`config.mk`:
```
export PLATFORM = sky130hd
export DESIGN_NAME = csr_writeback
export DESIGN_NICKNAME = d
export VERILOG_FILES = /design/src/rtl/csr_writeback_pkg.sv /design/src/rtl/csr_writeback.sv
export SDC_FILE = /design/constraint.sdc
export NUM_CORES = 1
export LEC_CHECK = 0
export ABC_CLOCK_PERIOD_IN_PS = 1990
export CAP_MARGIN = 10
export CORE_MARGIN = 10
export CORE_UTILIZATION = 47
export CTS_CLUSTER_SIZE = 14
export DETAILED_ROUTE_END_ITERATION = 6
export PLACE_DENSITY = 0.76
export SYNTH_ARGS = -nofsm -noshare
export SYNTH_HDL_FRONTEND = slang
export SYNTH_SLANG_ARGS = --single-unit
```
`constraint.sdc`:
```
create_clock -name clk_i -period 1.99 [get_ports clk_i]
set_clock_uncertainty 0.2 [all_clocks]
set_input_delay 0.4975 -clock clk_i [delete_from_list [all_inputs] [get_ports clk_i]]
set_output_delay 0.4975 -clock clk_i [all_outputs]
set_load 0.02 [all_outputs]
```
`src/rtl/csr_writeback_pkg.sv`:
```
// csr_writeback_pkg: shared exception codes, FSM encodings and stage records for csr_writeback
package csr_writeback_pkg;
    localparam int EXCEPTION_W = 6;
    localparam logic [EXCEPTION_W-1:0] EXCEPTION_ILLEGAL_INSTRUCTION = 6'h12;
    localparam logic [EXCEPTION_W-1:0] EXCEPTION_BREAKPOINT          = 6'h13;
    localparam logic [EXCEPTION_W-1:0] EXCEPTION_ECALL               = 6'h18;
    localparam logic [EXCEPTION_W-1:0] EXCEPTION_ERET_U              = 6'h1c;
    localparam logic [EXCEPTION_W-1:0] EXCEPTION_INTERRUPT           = 6'h20;
    localparam logic [EXCEPTION_W-1:0] EXCEPTION_FENCE               = 6'h30;
    localparam logic [0:0] STATE_RUN    = 1'b0;
    localparam logic [0:0] STATE_SQUASH = 1'b1;
    typedef struct packed {
        logic                   valid;
        logic [31:0]            pc;
        logic [11:0]            csr_addr;
        logic [4:0]             rd_idx;
        logic [31:0]            value;
        logic                   write;
        logic [31:0]            wdata;
        logic [EXCEPTION_W-1:0] exc;
    } e2_t;
    typedef struct packed {
        logic                   valid;
        logic                   write;
        logic [11:0]            waddr;
        logic [31:0]            wdata;
        logic [EXCEPTION_W-1:0] exc;
        logic [31:0]            epc;
        logic                   rd_valid;
        logic [4:0]             rd_idx;
        logic [31:0]            rd_value;
    } wb_t;
endpackage

```
`src/rtl/csr_writeback.sv`:
```
// csr_writeback: two-stage (E2, WB) retirement of CSR results with trap/interrupt squash
// Ports: clk_i, rstn_i (async, active-low); E1 instruction + CSR result inputs;
// stall_i, take_interrupt_i, flush_i controls; CSR write, exception and GPR writeback
// outputs (all registered, single-cycle pulses); interrupt_inhibit_o.
// Optional: define CSR_WB_TVAL_EN to report the faulting opcode on exception_addr_o
// for illegal-instruction traps; otherwise exception_addr_o is tied to zero.
module csr_writeback
    import csr_writeback_pkg::*;
(
    input  logic                   clk_i,
    input  logic                   rstn_i,
    input  logic                   valid_e1_i,
    input  logic [31:0]            pc_e1_i,
    input  logic [31:0]            opcode_e1_i,
    input  logic [4:0]             rd_idx_e1_i,
    input  logic [31:0]            csr_result_e1_value_i,
    input  logic                   csr_result_e1_write_i,
    input  logic [31:0]            csr_result_e1_wdata_i,
    input  logic [EXCEPTION_W-1:0] csr_result_e1_exception_i,
    input  logic                   stall_i,
    input  logic                   take_interrupt_i,
    input  logic                   flush_i,
    output logic                   csr_writeback_write_o,
    output logic [11:0]            csr_writeback_waddr_o,
    output logic [31:0]            csr_writeback_wdata_o,
    output logic [EXCEPTION_W-1:0] csr_writeback_exception_o,
    output logic [31:0]            csr_writeback_exception_pc_o,
    output logic [31:0]            csr_writeback_exception_addr_o,
    output logic                   rd_wb_valid_o,
    output logic [4:0]             rd_wb_idx_o,
    output logic [31:0]            rd_wb_value_o,
    output logic                   interrupt_inhibit_o
);
    logic [0:0]             state_q, state_d;
    e2_t                    e1_in, e2_q, e2_d;
    wb_t                    wb_q, wb_d;
    logic                   wb_trap, drop, retire, take_irq, no_exc, wr;
    logic [EXCEPTION_W-1:0] exc_e2;
    logic                   unused_opcode_low;

    assign unused_opcode_low = ^opcode_e1_i[19:0];

    // A trap leaving WB redirects the core, so everything younger is dead on that same edge.
    assign wb_trap  = wb_q.exc != '0;
    assign drop     = flush_i | (state_q == STATE_SQUASH) | wb_trap;
    assign retire   = e2_q.valid & ~drop & ~stall_i;
    assign take_irq = take_interrupt_i & e2_q.valid & (e2_q.exc == '0);
    assign exc_e2   = take_irq ? EXCEPTION_INTERRUPT : e2_q.exc;
    assign no_exc   = exc_e2 == '0;
    assign wr       = retire & no_exc & e2_q.write;

    assign e1_in = '{valid: 1'b1, pc: pc_e1_i, csr_addr: opcode_e1_i[31:20], rd_idx: rd_idx_e1_i,
                     value: csr_result_e1_value_i, write: csr_result_e1_write_i,
                     wdata: csr_result_e1_wdata_i, exc: csr_result_e1_exception_i};

    assign e2_d = drop ? '0 : stall_i ? e2_q : valid_e1_i ? e1_in : '0;

    // WB fields are stored already gated so every output is zero unless its own qualifier is set.
    always_comb begin
        wb_d          = '0;
        wb_d.valid    = retire;
        wb_d.write    = wr;
        wb_d.waddr    = wr ? e2_q.csr_addr : '0;
        wb_d.wdata    = wr ? e2_q.wdata : '0;
        wb_d.exc      = retire ? exc_e2 : '0;
        wb_d.epc      = (retire & ~no_exc) ? e2_q.pc : '0;
        wb_d.rd_valid = wr & (e2_q.rd_idx != '0);
        wb_d.rd_idx   = (wr & (e2_q.rd_idx != '0)) ? e2_q.rd_idx : '0;
        wb_d.rd_value = (wr & (e2_q.rd_idx != '0)) ? e2_q.value : '0;
    end

    assign state_d = (state_q == STATE_RUN) ? (wb_trap ? STATE_SQUASH : STATE_RUN)
                                            : (flush_i ? STATE_RUN : STATE_SQUASH);

    always_ff @(posedge clk_i or negedge rstn_i) begin
        if (!rstn_i) begin
            state_q <= STATE_RUN;
            e2_q    <= '0;
            wb_q    <= '0;
        end else begin
            state_q <= state_d;
            e2_q    <= e2_d;
            wb_q    <= wb_d;
        end
    end

`ifdef CSR_WB_TVAL_EN
    logic [31:0] tval_q;
    always_ff @(posedge clk_i or negedge rstn_i) begin
        if (!rstn_i) tval_q <= '0;
        else tval_q <= (retire && exc_e2 == EXCEPTION_ILLEGAL_INSTRUCTION) ? e2_q.value : '0;
    end
    assign csr_writeback_exception_addr_o = tval_q;
`else
    assign csr_writeback_exception_addr_o = '0;
`endif

    assign csr_writeback_write_o        = wb_q.write;
    assign csr_writeback_waddr_o        = wb_q.waddr;
    assign csr_writeback_wdata_o        = wb_q.wdata;
    assign csr_writeback_exception_o    = wb_q.exc;
    assign csr_writeback_exception_pc_o = wb_q.epc;
    assign rd_wb_valid_o                = wb_q.rd_valid;
    assign rd_wb_idx_o                  = wb_q.rd_idx;
    assign rd_wb_value_o                = wb_q.rd_value;
    assign interrupt_inhibit_o          = e2_q.valid | wb_q.valid | (state_q == STATE_SQUASH);
endmodule

```
* Yosys cells after proc, flatten, opt, wreduce, memory -nomap -nowiden
Index checks and enable logic that the tools add are counted.
W data, S select, Z words.
** Word-level totals
- Logic and storage cells :: 51
- Output and inout port bits :: 154
- Register bits :: 244
- Input bits :: 146
** Cells by class
- Equal/unequal tests :: 1
- Bitwise gates (word level) :: 15
- Mux-type cells :: 13
- Reductions and logical operators :: 4
** Operator list (count)
- $mux W121 :: 3
- $mux W32 :: 3
- $logic_not A6 Y1 :: 2
- $mux W12 :: 1
- $mux W6 :: 2
- $and A1 B1 Y1 :: 8
- $reduce_bool A6 Y1 :: 1
- $mux W5 :: 1
- $reduce_bool A5 Y1 :: 1
- $or A1 B1 Y1 :: 4
- $mux W1 :: 3
- $not A1 Y1 :: 3
- $ne A2 B1 Y1 const B :: 1

* Longest topological paths before layout
- Word-level depth :: 9
- Depth in mapped cells :: 5
- Depth with buffers taken out :: 3

* Worst setup path after synthesis
OpenSTA, ideal clock, no wires.
- Path kind :: input to register
- Start :: in stall_i
- End :: reg wb_q, in the netlist csr_writeback_wdata_o[28]
- Path buffers :: 1
- Library setup time :: 0.067 ns
- Arrival :: 1.396 ns
- Cell stages on the path :: 4
- Required time :: 1.723 ns
- Path slack :: 0.327 ns
- Cell sequence :: nor3b_2 -> and4_1 -> buf_4 -> and3_1
** RTL lines
- from (decl) :: line csr_writeback.sv:20 : input logic stall_i,
- to (signal assigned) :: line csr_writeback.sv:83 : wb_q <= wb_d;
- to (decl) :: line csr_writeback.sv:36 : wb_t wb_q, wb_d;

* Worst setup path after layout
- Start :: reg state_q
- End :: out interrupt_inhibit_o
** Between the ends
- Cells in the longest elaborated chain, start to end :: 1
** RTL lines
- from (decl) :: line csr_writeback.sv:34 : logic [0:0] state_q, state_d;
- from (signal assigned) :: line csr_writeback.sv:81 : state_q <= state_d;
- $or A1 B1 Y1 :: line csr_writeback.sv:106 : assign interrupt_inhibit_o = e2_q.valid | wb_q.valid | (state_q == STATE_SQUASH);
- to (decl) :: line csr_writeback.sv:32 : output logic interrupt_inhibit_o
No other way between the ends.

==> metrics.md <==
| Metric | Value |
|---|---|
| Outcome | `finished with violations` |
| Violated checks | `negative setup slack` |
| Final setup violation count | `1` |
| Syn. warnings | `0` |
| Dpl cells | `between 1k and 1.5k` |
| Tightest Hold Check Type | `input pin to async pin` |
| Post-synthesis sequential area ratio | `0.6118` |
| Filler Cell Count | `around 1.7k` |
| Worst-path clk slew | `roughly 0.06 ns` |
| VDD IR max | `between 0.5 and 0.6 mV` |
| Peak Freq | `about 480 MHz` |
| Fin. max-slew vios | `0` |
| Row count | `53` |
| Residual DRC | `0` |
| Commonest non-fill, non-tap cells in the layout | `dfrtp_1 (244), nor2_1 (124), clkdlybuf4s50_1 (124)` |
| Die H | `roughly 170 um` |
| Pre-CTS WS | `-0.2924 ns` |
| Core Util, Final | `0.6082` |
| DP HPWL | `17.42 mm` |
| Rel. slew slack | `0.6623` |
| Final non-filler cell total | `roughly 1.3k` |
| TritonCTS clock tree | `done` |
| Commonest non-fill, non-tap cell in the layout | `dfrtp_1` |
| Setup repair bufs after CTS | `0` |
| First-pass GRT wire length | `40.32 mm` |
| Period utilization | `1.049` |
| Drt wl/cell | `~20 um` |
| RSZ-0062 raised after global routing | `true` |
| Worst Setup Start Kind | `flip-flop` |
| Max cap viols | `0` |
| Post-synth cell types | `25` |
| Worst setup slack after layout | `-0.09832 ns` |
| First-iteration detailed-routing DRC count | `about 340` |
| Synthesis-to-finish area growth | `27.71%` |
| PwrDens | `about 900 mW/mm^2` |
| GPL Wtd Cong | `~0.75` |
| Total gr overflow | `0` |
| Die X | `approximately 170 um` |
| First-pass DRT Iterations | `5` |
| Layout net count | `between 1k and 1.5k` |
| Vias | `about 6.7k` |
| R2R Setup Slk | `between 0.1 and 0.15 ns` |
| Share of layout cells above drive strength 1 | `0.08636` |
| Clock root buffer | `clkbuf_16` |
| Total CTS buffers | `25` |
| Worst Path Max Fanout | `2` |
| CP Capture Type | `output port` |
| CP Data Arrival Time | `about 1.4 ns` |
| Setup TNS Final | `-0.09832 ns` |
| #FFs+latches synth | `between 200 and 250` |
| Core Box Area | `approximately 0.021 mm^2` |
| Synthesized instance count | `between 800 and 900` |
| Clock Latency Late Sink | `0.51 ns` |
| Io pins | `300` |
| Kind of critical path | `flip-flop to output port` |
| Total Wirelength | `~25 mm` |
| Die area | `~0.027 mm^2` |
| Number of global-route vias before repair | `between 7k and 8k` |
| Clock buffer depth | `3` |
| PortBufs | `around 250` |
| CP required | `1.29 ns` |
| Clock sink count | `roughly 240` |
| Number of antenna violations at the first check in global routing | `3` |
| Vias per cell | `5.147` |
| Antenna Nets Post-Route | `0` |
| Syn Area/Cell | `about 11 um^2` |
| Final worst path period need | `approximately 2.1 ns` |
| Leakage power | `0.006788 uW` |
| Worst slew pin tran | `approximately 0.51 ns` |
| Largest net degree at the start of global routing | `62` |
| H-tree levels | `1` |
| GRT Total Usage | `0.1783` |
| Starting density of the core | `0.4762` |
| Netlist Area Pre-Place | `approximately 0.010 mm^2` |
| Final Hold Viols | `0` |
path summary, 6_finish.rpt:
kind / start / endpoint / cells past startpoint
max: state_q$_DFF_PN0_ / interrupt_inhibit_o / 2
min: rstn_i / e2_q[40]$_DFFE_PN0P_ / 2
max reg2reg: e2_q[3]$_DFFE_PN0P_ / csr_writeback_wdata_o[9]$_DFF_PN0_ / 4
min reg2reg: e2_q[32]$_DFFE_PN0P_ / csr_writeback_wdata_o[26]$_DFF_PN0_ / 1
max in group asynchronous: rstn_i / e2_q[27]$_DFFE_PN0P_ / 3
min in group clk_i: e2_q[32]$_DFFE_PN0P_ / csr_writeback_wdata_o[26]$_DFF_PN0_ / 1
per-layer routing:
metal  vias to the layer above  share of wire  global-route usage
met5                         -              0                   0
met4                         0          0.033             0.06664
met1                      3273           0.38              0.2123
li1                       3094              -                   -
met2                       255           0.49              0.2928
met3                        54          0.093             0.06105
per-stage QoR:
step	hold slack, ns	power (uW)	area [um^2]
6_report	0.2939	11610	12740
5_1_grt	0.3106	12110	12740
4_1_cts	0.2856	11760	12730
3_5_place_dp	0.2353	7121	12070
3_3_place_gp	0.2348	7094	12070
2_1_floorplan	0.001909	6256	10100
cell type report:
type                    count  area, um^2  share of cell area
flip-flops and latches    244        6106              0.4791
multi-input cells         449        2572              0.2018
diodes                      3       7.507           0.0005890
clock inverters             5       102.6            0.008050
clock buffers              32       691.9             0.05429
repair buffers            289        2920              0.2291
well taps                 275       344.1             0.02700
kinds of logic after synthesis:
logic type | count (synthesis) | synth area share
AOI/OAI and AO/OA | 125 | 0.09441
and+or+nand+nor | 292 | 0.1469
buffers and inverters | 222 | 0.1464
DFF | 244 | 0.6118
other | 1 | 0.0003758
critical path, cell delays in order, from the launching register on:
cell	delay (ns)
dfrtp_1	0.38
or3_4	0.37
buf_6	0.14
power breakdown:
group | internal [uW] | switching, uW
Sequential | 5150 | 101
Clock | 2800 | 1780
Combinational | 638 | 1140
Total | 8590 | 3020
flip-flops by register name, indices dropped and copies added (netlist names):
register and flops:
rd_wb_value_o 32, csr_writeback_write_o 1, csr_writeback_wdata_o 32, csr_writeback_exception_o 6, csr_writeback_exception_pc_o 32, state_q 1, rd_wb_valid_o 1, rd_wb_idx_o 5
wb_q 1, e2_q 121, csr_writeback_waddr_o 12
Yosys cell counts:
cell / count / area [um^2]
dfrtp_1: 244 / 6106
buf_4: 159 / 1194
nor2_1: 124 / 465.5
a22oi_1: 120 / 900.9
and3_1: 82 / 513.0
clkbuf_1: 35 / 131.4
nor3_1: 34 / 170.2
nand3_1: 32 / 160.2
buf_2: 25 / 125.1
and2_1: 7 / 43.79
buf_1: 3 / 11.26
a21oi_1: 2 / 10.01
nand2_1: 2 / 7.510
nor2b_1: 2 / 12.51
nor3b_2: 2 / 25.02
or3_1: 2 / 12.51
a41oi_1: 1 / 8.760
and4_1: 1 / 8.760
conb_1: 1 / 3.750
nand3b_1: 1 / 7.510
nor4_2: 1 / 12.51
nor4_4: 1 / 21.27
o211a_1: 1 / 10.01
o211ai_2: 1 / 12.51
or2_2: 1 / 6.260
timing repair:
item                                    4_1_cts  5_1_grt
gates cloned                                  0        0
hold buffers                                  1        0
endpoints found under the setup margin      122       60
pin swaps                                     1        0
hold endpoints to repair                     34        0
gates resized for setup                     129        6
Note: power is estimated with default switching activity, not from simulation.
